[config.mk]
export PLATFORM = sky130hd
export DESIGN_NAME = pipeline_hazard_ctrl
export DESIGN_NICKNAME = d
export VERILOG_FILES = /design/src/rtl/pipeline_hazard_ctrl.sv
export SDC_FILE = /design/constraint.sdc
export NUM_CORES = 1
export LEC_CHECK = 0
export BUFFER_PORTS_ARGS = -buffer_cell sky130_fd_sc_hd__buf_4
export CAP_MARGIN = 10
export CORE_ASPECT_RATIO = 1.5
export CORE_MARGIN = 4
export CORE_UTILIZATION = 30
export CTS_CLUSTER_DIAMETER = 50
export CTS_CLUSTER_SIZE = 10
export DETAILED_ROUTE_END_ITERATION = 7
export PLACE_DENSITY = 0.58
export SETUP_SLACK_MARGIN = 0.15
export SYNTH_ARGS = -nofsm -noshare
export SYNTH_HDL_FRONTEND = slang
export SYNTH_SLANG_ARGS = --single-unit
[constraint.sdc]
create_clock -name clock -period 2.32 [get_ports clock]
set_clock_uncertainty 0.1 [all_clocks]
set_input_delay 0.464 -clock clock [delete_from_list [all_inputs] [get_ports clock]]
set_output_delay 0.464 -clock clock [all_outputs]
set_load 0.05 [all_outputs]
[src/rtl/pipeline_hazard_ctrl.sv]
// ---------------------------------------------------------------------------
// pipeline_hazard_ctrl
//
// Hazard and sequencing controller for the 5-stage pipeline. It drives the
// load enables and flushes of the PC and of the IF/ID, ID/EX and EX/MEM
// registers, and the EX-stage ALU operand-forwarding selects. It freezes the
// pipeline on data-memory wait states and halts on memory timeout. It also
// keeps a saturating count of stalled cycles.
//
// Build option: define PIPE_HAZARD_FWD_EN to enable operand forwarding. With
// forwarding, only a load-use conflict stalls. Without it, fwd_a/fwd_b are
// tied to 00 and any RAW match against EX, MEM or WB stalls.
//
// Parameters:
//   OP_LOAD      opcode of the load instruction (load-use detection)
//   RA_W         register-address width
//   MEM_TIMEOUT  maximum consecutive MEM_WAIT cycles before halting (2..255)
//
// Ports:
//   clock, reset                   rising-edge clock, sync active-high reset
//   id_rs1, id_rs2                 sources of the instruction in ID
//   id_ex_rs1, id_ex_rs2           sources of the instruction in EX
//   id_ex_rd/we/opcode             destination, write flag, opcode in EX
//   ex_mem_rd/we, mem_wb_rd/we     destination and write flag in MEM / WB
//   ex_branch_taken                branch/jump resolved taken in EX
//   mem_req, mem_ready             data-memory access / completion
//   pc_en, if_id_en, id_ex_en,
//   ex_mem_en                      register load enables
//   if_id_flush, id_ex_flush       load a NOP instead of data
//   fwd_a, fwd_b                   00 regfile, 01 EX/MEM, 10 MEM/WB
//   halted                         controller is in HALT
//   stall_cycles                   saturating count of stalled cycles
// ---------------------------------------------------------------------------
module pipeline_hazard_ctrl #(
  parameter logic [3:0]  OP_LOAD     = 4'b0010,
  parameter int unsigned RA_W        = 4,
  parameter int unsigned MEM_TIMEOUT = 16
) (
  input  logic            clock,
  input  logic            reset,
  input  logic [RA_W-1:0] id_rs1,
  input  logic [RA_W-1:0] id_rs2,
  input  logic [RA_W-1:0] id_ex_rs1,
  input  logic [RA_W-1:0] id_ex_rs2,
  input  logic [RA_W-1:0] id_ex_rd,
  input  logic            id_ex_we,
  input  logic [3:0]      id_ex_opcode,
  input  logic [RA_W-1:0] ex_mem_rd,
  input  logic            ex_mem_we,
  input  logic [RA_W-1:0] mem_wb_rd,
  input  logic            mem_wb_we,
  input  logic            ex_branch_taken,
  input  logic            mem_req,
  input  logic            mem_ready,
  output logic            pc_en,
  output logic            if_id_en,
  output logic            id_ex_en,
  output logic            ex_mem_en,
  output logic            if_id_flush,
  output logic            id_ex_flush,
  output logic [1:0]      fwd_a,
  output logic [1:0]      fwd_b,
  output logic            halted,
  output logic [15:0]     stall_cycles
);

  typedef enum logic [1:0] {
    RUN      = 2'd0,
    MEM_WAIT = 2'd1,
    HALT     = 2'd2
  } state_t;

  localparam logic [7:0] TIMEOUT_CNT = 8'(MEM_TIMEOUT);

  state_t      state;
  state_t      state_nxt;
  logic [7:0]  wcnt;
  logic [7:0]  wcnt_nxt;
  logic [15:0] stall_cnt;
  logic        hazard;

  // Register writer 'rd' (with write flag 'we') conflicts with either source.
  function automatic logic raw_match(input logic [RA_W-1:0] rd,
                                     input logic            we,
                                     input logic [RA_W-1:0] rs1,
                                     input logic [RA_W-1:0] rs2);
    return we && (rd != '0) && ((rd == rs1) || (rd == rs2));
  endfunction

  // Select for one ALU operand; EX/MEM is younger and therefore wins.
  function automatic logic [1:0] fwd_sel(input logic [RA_W-1:0] rs);
    if (ex_mem_we && (ex_mem_rd != '0) && (ex_mem_rd == rs))
      return 2'b01;
    else if (mem_wb_we && (mem_wb_rd != '0) && (mem_wb_rd == rs))
      return 2'b10;
    else
      return 2'b00;
  endfunction

`ifdef PIPE_HAZARD_FWD_EN
  always_comb begin
    fwd_a  = fwd_sel(id_ex_rs1);
    fwd_b  = fwd_sel(id_ex_rs2);
    hazard = (id_ex_opcode == OP_LOAD) &&
             raw_match(id_ex_rd, id_ex_we, id_rs1, id_rs2);
  end
`else
  // Without forwarding the consumer waits in ID until the producer retires
  // from WB, so every in-flight writer is a hazard source.
  always_comb begin
    fwd_a  = 2'b00;
    fwd_b  = 2'b00;
    hazard = raw_match(id_ex_rd,  id_ex_we,  id_rs1, id_rs2) ||
             raw_match(ex_mem_rd, ex_mem_we, id_rs1, id_rs2) ||
             raw_match(mem_wb_rd, mem_wb_we, id_rs1, id_rs2);
  end

  logic unused_fwd_inputs;
  assign unused_fwd_inputs = ^{id_ex_rs1, id_ex_rs2, id_ex_opcode, OP_LOAD};
`endif

  // Pipeline controls and next-state decode.
  always_comb begin
    pc_en       = 1'b0;
    if_id_en    = 1'b0;
    id_ex_en    = 1'b0;
    ex_mem_en   = 1'b0;
    if_id_flush = 1'b0;
    id_ex_flush = 1'b0;
    state_nxt   = state;
    wcnt_nxt    = wcnt;

    if (reset) begin
      id_ex_flush = 1'b1;
    end else begin
      unique case (state)
        RUN: begin
          if (mem_req && !mem_ready) begin
            state_nxt = MEM_WAIT;
            wcnt_nxt  = 8'd1;
          end else if (ex_branch_taken) begin
            pc_en       = 1'b1;
            if_id_en    = 1'b1;
            id_ex_en    = 1'b1;
            ex_mem_en   = 1'b1;
            if_id_flush = 1'b1;
            id_ex_flush = 1'b1;
          end else if (hazard) begin
            // Hold PC and IF/ID; push a bubble into EX.
            id_ex_en    = 1'b1;
            ex_mem_en   = 1'b1;
            id_ex_flush = 1'b1;
          end else begin
            pc_en     = 1'b1;
            if_id_en  = 1'b1;
            id_ex_en  = 1'b1;
            ex_mem_en = 1'b1;
          end
        end

        MEM_WAIT: begin
          if (mem_ready) begin
            pc_en     = 1'b1;
            if_id_en  = 1'b1;
            id_ex_en  = 1'b1;
            ex_mem_en = 1'b1;
            state_nxt = RUN;
            wcnt_nxt  = '0;
          end else if (wcnt == TIMEOUT_CNT) begin
            state_nxt = HALT;
          end else begin
            wcnt_nxt = wcnt + 8'd1;
          end
        end

        HALT: begin
          state_nxt = HALT;
        end

        default: begin
          state_nxt = RUN;
          wcnt_nxt  = '0;
        end
      endcase
    end
  end

  always_ff @(posedge clock) begin
    if (reset) begin
      state     <= RUN;
      wcnt      <= '0;
      stall_cnt <= '0;
    end else begin
      state <= state_nxt;
      wcnt  <= wcnt_nxt;
      if (!pc_en && (state != HALT) && (stall_cnt != '1))
        stall_cnt <= stall_cnt + 16'd1;
    end
  end

  assign halted       = (state == HALT);
  assign stall_cycles = stall_cnt;

endmodule

# == Word level (Yosys, flattened, before mapping) ==
# Index checks and enable logic that the tools add are counted.
# W data, S select, Z words.
# classes
bitwise,1
n_addsub,2
n_reduce_logical,22
muxes,26
n_eq_ne,14
# ops
operator,n
$eq A4 B4 Y1,6
$mux W8,3
$pmux W8 S3,1
$add A16 B1 Y16 const B,1
$mux W1,16
$ne A16 B16 Y1 const B,1
$reduce_bool A4 Y1,3
$logic_and A1 B1 Y1,9
$add A8 B1 Y8 const B,1
$eq A8 B5 Y1 const B,1
$mux W2,3
$ne A3 B3 Y1 const B,2
$pmux W2 S3,1
$logic_or A1 B1 Y1,5
$ne A2 B2 Y1 const B,2
$pmux W1 S2,2
$reduce_and A3 Y1,1
$eq A2 B1 Y1 const B,1
$eq A2 B2 Y1 const B,1
$logic_not A1 Y1,2
$logic_not A2 Y1,1
$reduce_and A2 Y1,1
$not A1 Y1,1
# word_totals
inputBits,40
wordCells,68
reg_bits,26
out_inout_bits,27

# == Logic depth before layout (Yosys ltp) ==
# Gate-level depths: netlist of the first run.
# depth
depth_word,13
mapped_depth,9
depth_no_buf,9

# == Worst setup path before layout of the first run ==
# Ideal clock, no wire load.
# synth_timing
path_type,in2out
from,in ex_mem_rd[0]
to,out pc_en
t_required_ns,1.756
n_path_buf,1
slack_ns,-1.229
t_arrival_ns,2.985
stages,5
cell_sequence,o41ai_1 > a21oi_1 > or3_2 > a21boi_0 > buf_4
# synth_between
elab_chain_len,10
word_cells_on_any_way,13
cone_classes,eq/ne: 2; mux: 5; reduce/logical: 6
# synth_rtl
item,line_no,text
"start, declared",48,"input logic [RA_W-1:0] ex_mem_rd,"
$eq A4 B4 Y1 / $reduce_bool A4 Y1 (equally long branches),87,return we && (rd != '0) && ((rd == rs1) || (rd == rs2));
$logic_or A1 B1 Y1 / $logic_and A1 B1 Y1 (equally long branches),87,
$logic_and A1 B1 Y1 (*),87,
$logic_or A1 B1 Y1 (*),113,"hazard = raw_match(id_ex_rd, id_ex_we, id_rs1, id_rs2) ||"
$logic_or A1 B1 Y1 (*),114,"raw_match(ex_mem_rd, ex_mem_we, id_rs1, id_rs2) ||"
$mux W1 (*) (3 in series),-,
$pmux W1 S2 (*),-,
$mux W1 (*),-,
"end, declared",55,"output logic pc_en,"
# Every way passes the cells marked *; elsewhere a longest branch is shown, timed or not.

# == Worst setup path after layout of the first run ==
# layout_timing
from,in ex_mem_rd[0]
to,out id_ex_flush
# layout_between
elab_chain_len,10
word_cells_on_any_way,13
cone_classes,eq/ne: 2; mux: 5; reduce/logical: 6
# layout_rtl
item,line_no,text
$eq A4 B4 Y1 / $reduce_bool A4 Y1 (equally long branches),87,
$logic_or A1 B1 Y1 / $logic_and A1 B1 Y1 (equally long branches),87,
$logic_and A1 B1 Y1 (*),87,
$logic_or A1 B1 Y1 (*),113,
$logic_or A1 B1 Y1 (*),114,
$mux W1 (*),148,end else if (hazard) begin
$mux W1 (*),141,end else if (ex_branch_taken) begin
$mux W1 (*),138,if (mem_req && !mem_ready) begin
$mux W1 (*),136,unique case (state)
$mux W1 (*),133,if (reset) begin
"end, declared",60,"output logic id_ex_flush,"
# Marked as above.

==> parameters.txt, run 1 <==
Parameter                              Value

Critical path
  Critical Path AT ... 1.78 ns
  Critical-path cell with the highest stage delay ... or3_4
  List of cells traversed by the critical path ... buf_8, buf_6, xnor2_2, nand4_1, a21oi_2, or3_4, o21ai_2, nand2b_2, buf_8
  Longest individual stage delay on the worst path ... 0.42 ns
  Beginning of the worst register-to-register path ... wcnt[1]$_SDFFE_PP0P_
  Critical Path Source Type ... input pin
  Cells on worst reg2reg path ... 8
  Endpoint of the most critical setup path ... id_ex_flush
  Maximum net fanout on the critical path ... 2
  Register-to-register setup slack ... 0.29 ns
  CP required ... 1.76 ns
  Launching instance or port of the critical path ... ex_mem_rd[0]
  Critical Path Most Common Cell ... buf_8
  Category of the worst setup path capture point ... output port
  Crit Reg-Reg Endpoint ... wcnt[7]$_SDFFE_PP0P_
  Category of the most critical setup path ... input pin to output port

Floorplanning
  Std cell rows ... 34
  Die extent in y ... 102.1 µm
  Die W ... 70.75 µm
  I/O pin count ... 67
  Starting density of the core ... 0.3062
  Floorplan die area ... 0.007224 mm²
  Std-Cell Core Area ... 0.005786 mm²

Logic synthesis
  Instance count of the mapped netlist ... 217
  Count of cell types in the netlist ... 41
  Share of the synthesized area in the top cell type ... 0.2938
  Post-synthesis async set-or-reset flop share ... 0
  Cell type with the largest total area after synthesis ... dfxtp_1
  Share of the yosys chip area belonging to registers ... 0.2938
  Mean Syn Cell Area ... 8.165 µm²
  Ys Warns ... 0
  Largest cells by area after synthesis ... dfxtp_1 (29%), xnor2_1 (15%), nor2_1 (5.7%), nand4_1 (4.6%), mux2_1 (3.8%)
  Post-synth EDFFs ... 0
  Most numerous cell in the Yosys netlist ... xnor2_1
  Total standard cell area after synthesis ... 0.001772 mm²
  Post-synthesis sequential element count ... 26
  Leading cell types by count after synthesis ... xnor2_1 (30), nor2_1 (27), dfxtp_1 (26)
  Predominant post-synthesis flop cell ... dfxtp_1

Clock tree
  CTS H-Tree Depth ... 1
  Clock latency reported for the late side of the worst-skew pair ... 0.27 ns
  TritonCTS clock tree ... done
  Number of buffers on the longest clock path ... 2
  CTS sink cnt ... 26
  Register clock-pin slew on the reported worst setup and hold paths ... 0.09 ns
  Number of buffers inserted during clock tree synthesis ... 3
  Hold buffer count at CTS ... 0
  Clock tree root driver cell ... clkbuf_8

Pwr
  Switching share of power ... 0.2962
  Reg power frac ... 0.388
  Power density relative to cell area ... 452.3 mW/mm²
  Clk network pwr share ... 0.315
  Sum of internal, switching and leakage power ... 0.001205 W
  Peak ir drop on the vdd network ... 0.2074 mV
  Internal power ... 0.0008484 W
  Leakage power ... 1.115 nW
  Combinational fraction of design power ... 0.297
  Net switching power ... 0.0003571 W

Layout
  Post-layout net count ... 328
  Share of cells above drive strength 1 ... 0.3944
  Area growth from synthesis to layout ... 50.42%
  Number of antenna cells inserted ... 0

Placed design
  # port buffers ... 50
  HPWL Detailed ... 3635 µm
  Routability Congestion ... 0.7623

GRT
  Number of global-route vias before repair ... 1714
  Wire length of the first global-routing pass ... 7272 µm
  GRT Residual Overflow ... 0
  Number of antenna violations at the first check in global routing ... 0
  Pin count of the biggest net entering global routing ... 19
  Overall routing resource usage ... 0.1207

Timing
  Ratio of final minimum period to clock period ... 1.011
  Unrepaired setup endpoints after global routing ... yes
  Endpoints failing hold ... 0
  Worst hold margin ... 0.3631 ns
  Time the final worst path needs with I/O delays and setup ... 2.346 ns
  Slew Limit Fails ... 0
  Tightest Pin Transition ... 0.4955 ns
  Highest Clock Rate ... 426.3 MHz
  Setup TNS ... -0.05319 ns
  Endpoints failing setup ... 3
  Worst max-slew margin expressed relative to the limit ... 0.6675
  Minimum setup slack in the final design ... -0.02585 ns

Route
  Post-detailed-route DRC marker count ... 0
  Initial DRC count ... 49
  Via density ... 4.820
  Antenna-violating nets left ... 0
  DRT Wirelength ... 4531 µm
  Number of optimization iterations in the first detailed-route pass ... 4
  Wire length per cell ... 12.73 µm
  Count of vias placed by the detailed router ... 1716

Run
  Max capacitance violation total ... 0

Run status
  Failing checks ... negative setup slack
  Result of the run ... complete, but fails checks

Min path
  WHS Path Cells ... 2
  Worst min-delay path class ... input pin to flop
==> final cells by class <==
type	count	area (µm²)
fill	613	3120
multi-input combinational	173	1334
clock buffer	3	41.29
tap	72	90.09
timing repair buffer	71	596.8
clock inverter	1	30.03
sequential	26	535.5
inverter	10	37.54
==> repair_timing <==
| action | CTS | global route |
|---|---|---|
| pin swaps | 8 | 14 |
| gates resized for setup | 21 | 18 |
| endpoints found under the setup margin | 4 | 18 |
| setup buffers | 2 | 1 |
==> layer usage <==
metal,up-vias,wire (µm),global-route usage
li1,881,-,-
met1,788,1659,0.1222
met2,47,2584,0.2502
met3,0,287,0.02657
met4,0,0,0.01881
met5,-,0,0
==> per-stage QoR <==
stage          instance area [µm²]  utilization  worst slack, ns  std cells
5_1_grt                       2665       0.4606         -0.07412        356
3_3_place_gp                  2386       0.4124          -0.1643        349
6_report                      2665       0.4606         -0.02585        356
2_1_floorplan                 1854            -          -0.1129        220
3_5_place_dp                  2386       0.4124          -0.1543        349
4_1_cts                       2566       0.4436         -0.02377        355
==> kinds of logic (layout without fill, tap and decap cells) <==
kind of cell / Yosys count / after routing / share of synthesized area
AOI/OAI and AO/OA: 38 / 38 / 0.1589
xor gates and xnor gates: 34 / 34 / 0.1681
adders and majority gates: 3 / 3 / 0.02119
buffers and inverters: 21 / 85 / 0.05790
DFF: 26 / 26 / 0.2938
muxes: 8 / 8 / 0.04943
other: 1 / 4 / 0.002117
and+or+nand+nor: 86 / 86 / 0.2486
==> state kept, by name (all words and copies together), names as in the netlist <==
register      flops
state             2
stall_cycles     16
wcnt              8
==> cell usage in the layout (no fill, tap or decap), types with 3 or more instances in the layout <==
master | synthesis | final
buf_4 | 6 | 58
xnor2_1 | 30 | 27
nor2_1 | 27 | 27
dfxtp_1 | 26 | 16
nand4_1 | 13 | 13
nand2_1 | 13 | 13
inv_1 | 10 | 10
buf_6 | 0 | 9
dfxtp_2 | 0 | 9
a21oi_1 | 12 | 8
and3_1 | 7 | 7
nand3_1 | 9 | 7
nor2b_1 | 6 | 6
mux2_4 | 0 | 6
a21oi_2 | 0 | 4
a211oi_1 | 4 | 4
xor2_1 | 4 | 4
conb_1 | 1 | 4
buf_8 | 0 | 4
a31oi_1 | 3 | 3
xnor2_2 | 0 | 3
o41ai_4 | 0 | 3
o21ai_0 | 4 | 3
a21o_1 | 3 | 3
ha_1 | 3 | 3
clkbuf_8 | 0 | 3
==> power groups by stage <==
stage / sequential, W / combinational (W) / clock [W]
finish: 0.000467 / 0.000358 / 0.000380
CTS: 0.000468 / 0.000349 / 0.000388
global route: 0.000470 / 0.000383 / 0.000409
floorplan: 0.000501 / 0.000180 / 0
detailed placement: 0.000478 / 0.000324 / 0
global placement: 0.000478 / 0.000322 / 0
==> worst max-delay path, delay by kind of cell <==
kind                      cells  cell delay [ns]
AOI/OAI and AO/OA             2             0.22
buffers and inverters         3             0.37
xor gates and xnor gates      1             0.12
and+or+nand+nor               3             0.60
==> how the worst min path moves through the flow <==
stage	start	to	slack, ns
floorplan	wcnt[7]$_SDFFE_PP0P_	wcnt[7]$_SDFFE_PP0P_	0.36
global placement	wcnt[7]$_SDFFE_PP0P_	wcnt[7]$_SDFFE_PP0P_	0.37
detailed placement	wcnt[7]$_SDFFE_PP0P_	wcnt[7]$_SDFFE_PP0P_	0.38
CTS	reset	stall_cycles[2]$_SDFFE_PP0P_	0.36
global route	reset	stall_cycles[2]$_SDFFE_PP0P_	0.36
finish	reset	stall_cycles[2]$_SDFFE_PP0P_	0.36
No activity file was read; power rests on OpenSTA's default activity.
==> run 2, diff against run 1 <==
==> constraint.sdc (replaced) <==
create_clock -name clock -period 2.32 [get_ports clock]
set_clock_uncertainty 0.1 [all_clocks]
set_input_delay 0.232 -clock clock [delete_from_list [all_inputs] [get_ports clock]]
set_output_delay 0.232 -clock clock [all_outputs]
set_load 0.05 [all_outputs]
==> run 2 against run 1 <==
  * The flow now finishes without violations
  * Clock power is 32% lower
  * Clock-buffer cell count did not move
  * Highest routed layer is now met4
  * First-iteration DRC count is 16% higher
  * Largest power group unchanged
  * Total power is 14% lower
  * Global-route usage decreased by 0.13 points
  * Flip-flop and latch count is the same
  * Sequential share of layout area increased by 2.3 points
  * Register-to-register slack barely moved
  * Final area decreased by 9.8%
  * Critical path depth fell by 2
  * Worst setup slack improved by 0.30 ns
  * Hold slack worse by 0.15 ns
==> parameters.txt, run 2 (synthesis results as in run 1) <==
Parameter                              Value

Timing
  Endpoints failing setup ... 0 (-3)
  Slew Limit Fails ... 0 (unchanged)
  Setup TNS ... 0 ns (+0.05319 ns)
  Unrepaired setup endpoints after global routing ... yes
  Time the final worst path needs with I/O delays and setup ... 2.042 ns (-0.3035 ns)
  Endpoints failing hold ... 0 (unchanged)
  Highest Clock Rate ... 489.6 MHz (+15%)
  Ratio of final minimum period to clock period ... 0.8803 (-0.1308)

Pwr
  Sum of internal, switching and leakage power ... 0.001039 W (-14%)
  Power density relative to cell area ... 432.0 mW/mm² (-4.5%)
  Leakage power ... 0.9877 nW (-11%)
  Peak ir drop on the vdd network ... 0.2317 mV (+12%)

Route
  Count of vias placed by the detailed router ... 1726 (+0.58%)
  Wire length per cell ... 12.28 µm (-3.6%)
  Number of optimization iterations in the first detailed-route pass ... 4 (unchanged)
  DRT Wirelength ... 4235 µm (-6.5%)
  Via density ... 5.003 (+3.8%)
  Antenna-violating nets left ... 0 (unchanged)
  Post-detailed-route DRC marker count ... 0 (unchanged)
  Initial DRC count ... 57 (+16%)

Placed design
  Routability Congestion ... 0.8294 (+8.8%)
  HPWL Detailed ... 3389 µm (-6.8%)
  # port buffers ... 50 (unchanged)
  Cell area after placement ... 0.002257 mm² (-5.4%)

Layout
  Flip-flop count of the largest register after layout ... 16 (unchanged)
  Share of cells above drive strength 1 ... 0.3260 (-0.06836)
  Area growth from synthesis to layout ... 35.73%
  Post-layout instance area ... 0.002405 mm² (-9.8%)
  Post-layout net count ... 318 (-3.0%)
  Share of the core filled with cells ... 0.4157 (-0.04498)
  Commonest cells after routing, fill and taps aside ... buf_4 (61), xnor2_1 (30), nor2_1 (27)
  Most common cell after layout, fill and taps aside ... buf_4
  Number of antenna cells inserted ... 0 (unchanged)

Floorplanning
  Die W ... 70.75 µm (unchanged)
  Std-Cell Core Area ... 0.005786 mm² (unchanged)
  Starting density of the core ... 0.3062 (unchanged)
  Die extent in y ... 102.1 µm (unchanged)
  I/O pin count ... 67 (unchanged)
  Floorplan die area ... 0.007224 mm² (unchanged)
  Std cell rows ... 34 (unchanged)

Run
  Max capacitance violation total ... 0 (unchanged)

Run status
  Result of the run ... finished, final reports clean

GRT
  Number of global-route vias before repair ... 1672 (-2.5%)
  GRT Residual Overflow ... 0 (unchanged)
  Overall routing resource usage ... 0.1194 (-0.001324)
  Wire length of the first global-routing pass ... 7141 µm (-1.8%)
  Number of antenna violations at the first check in global routing ... 0 (unchanged)
  Pin count of the biggest net entering global routing ... 31 (+12)

Clock tree
  TritonCTS clock tree ... done
  CTS sink cnt ... 26 (unchanged)
  Number of buffers on the longest clock path ... 2 (unchanged)
  Clock latency reported for the late side of the worst-skew pair ... 0.27 ns (about the same)
  Register clock-pin slew on the reported worst setup and hold paths ... 0.08 ns (about the same)
  Clock tree root driver cell ... clkbuf_8
  CTS H-Tree Depth ... 1 (unchanged)
  Number of buffers inserted during clock tree synthesis ... 3 (unchanged)

Critical path
  Critical-path cell with the highest stage delay ... or3_2
  CP required ... 1.99 ns (+0.23 ns)
  Category of the worst setup path capture point ... output port
  Maximum net fanout on the critical path ... 3 (+1)
  Critical Path Source Type ... input pin
  Critical Path Most Common Cell ... buf_4
  Longest individual stage delay on the worst path ... 0.50 ns (+0.08 ns)
  Critical Path AT ... 1.71 ns (-0.07 ns)
  Category of the most critical setup path ... input pin to output port
  List of cells traversed by the critical path ... buf_4, o41ai_4, a21oi_2, or3_2, o21ai_1, nand2b_1, buf_4

Min path
  Worst min-delay path class ... input pin to flop
run 2: cell count changes in the layout (fill, tap and decap cells not counted), sizes merged:
| cell | delta |
|---|---|
| buf | -10 |
| bufinv | -1 |
run 2: cell type report:
cell class / instances / area (µm²)
fill: 618 / 3381
multi-input combinational: 173 / 1240
sequential: 26 / 538.0
timing repair buffer: 61 / 457.9
tap: 72 / 90.09
clock buffer: 3 / 41.29
inverter: 10 / 37.54
run 2: routing by layer:
metal	routed length, µm	global-route usage	part of all wire	vias up
li1	-	-	-	861
met1	1765	0.1338	0.42	810
met2	2143	0.2187	0.51	49
met3	239	0.02165	0.056	6
met4	87	0.05210	0.021	0
met5	0	0	0	-
run 2: worst max-delay path, delay by kind of cell:
kind,cells,cell delay [ns]
AO/OA/AOI/OAI,3,0.59
buffers and inverters,2,0.32
AND/OR/NAND/NOR,2,0.57
run 2: what timing repair did:
item / 4_1_cts / 5_1_grt
hold endpoints to repair: 0 / 0
hold buffers: 0 / 0
pin swaps: 0 / 2
setup buffers: 1 / 4
gates resized for setup: 3 / 11
endpoints found under the setup margin: 2 / 11
run 2: final timing paths:
path,start,end,slack [ns],depth (start not counted)
setup / recovery,mem_wb_rd[0],id_ex_flush,0.28,7
hold / removal,mem_ready,state[0]$_SDFFE_PP0P_,0.21,4
setup reg to reg,wcnt[0]$_SDFFE_PP0P_,wcnt[7]$_SDFFE_PP0P_,0.28,8
hold reg to reg,wcnt[7]$_SDFFE_PP0P_,wcnt[7]$_SDFFE_PP0P_,0.39,2
run 2: stage by stage:
| step | setup WS, ns | hold WS [ns] | cells |
|---|---|---|---|
| 2_1_floorplan | 0.1500 | 0.3306 | 220 |
| 3_3_place_gp | 0.1649 | 0.3725 | 337 |
| 3_5_place_dp | 0.1304 | 0.3884 | 337 |
| 4_1_cts | 0.1723 | 0.1950 | 341 |
| 5_1_grt | 0.1297 | 0.2372 | 345 |
| 6_report | 0.2777 | 0.2128 | 345 |
run 2: report_power, final:
part | switching, W | internal (W) | total (W)
combinational | 0.000181 | 0.000132 | 0.000312
sequential | 0.0000124 | 0.000456 | 0.000468
clock | 0.000142 | 0.000116 | 0.000259
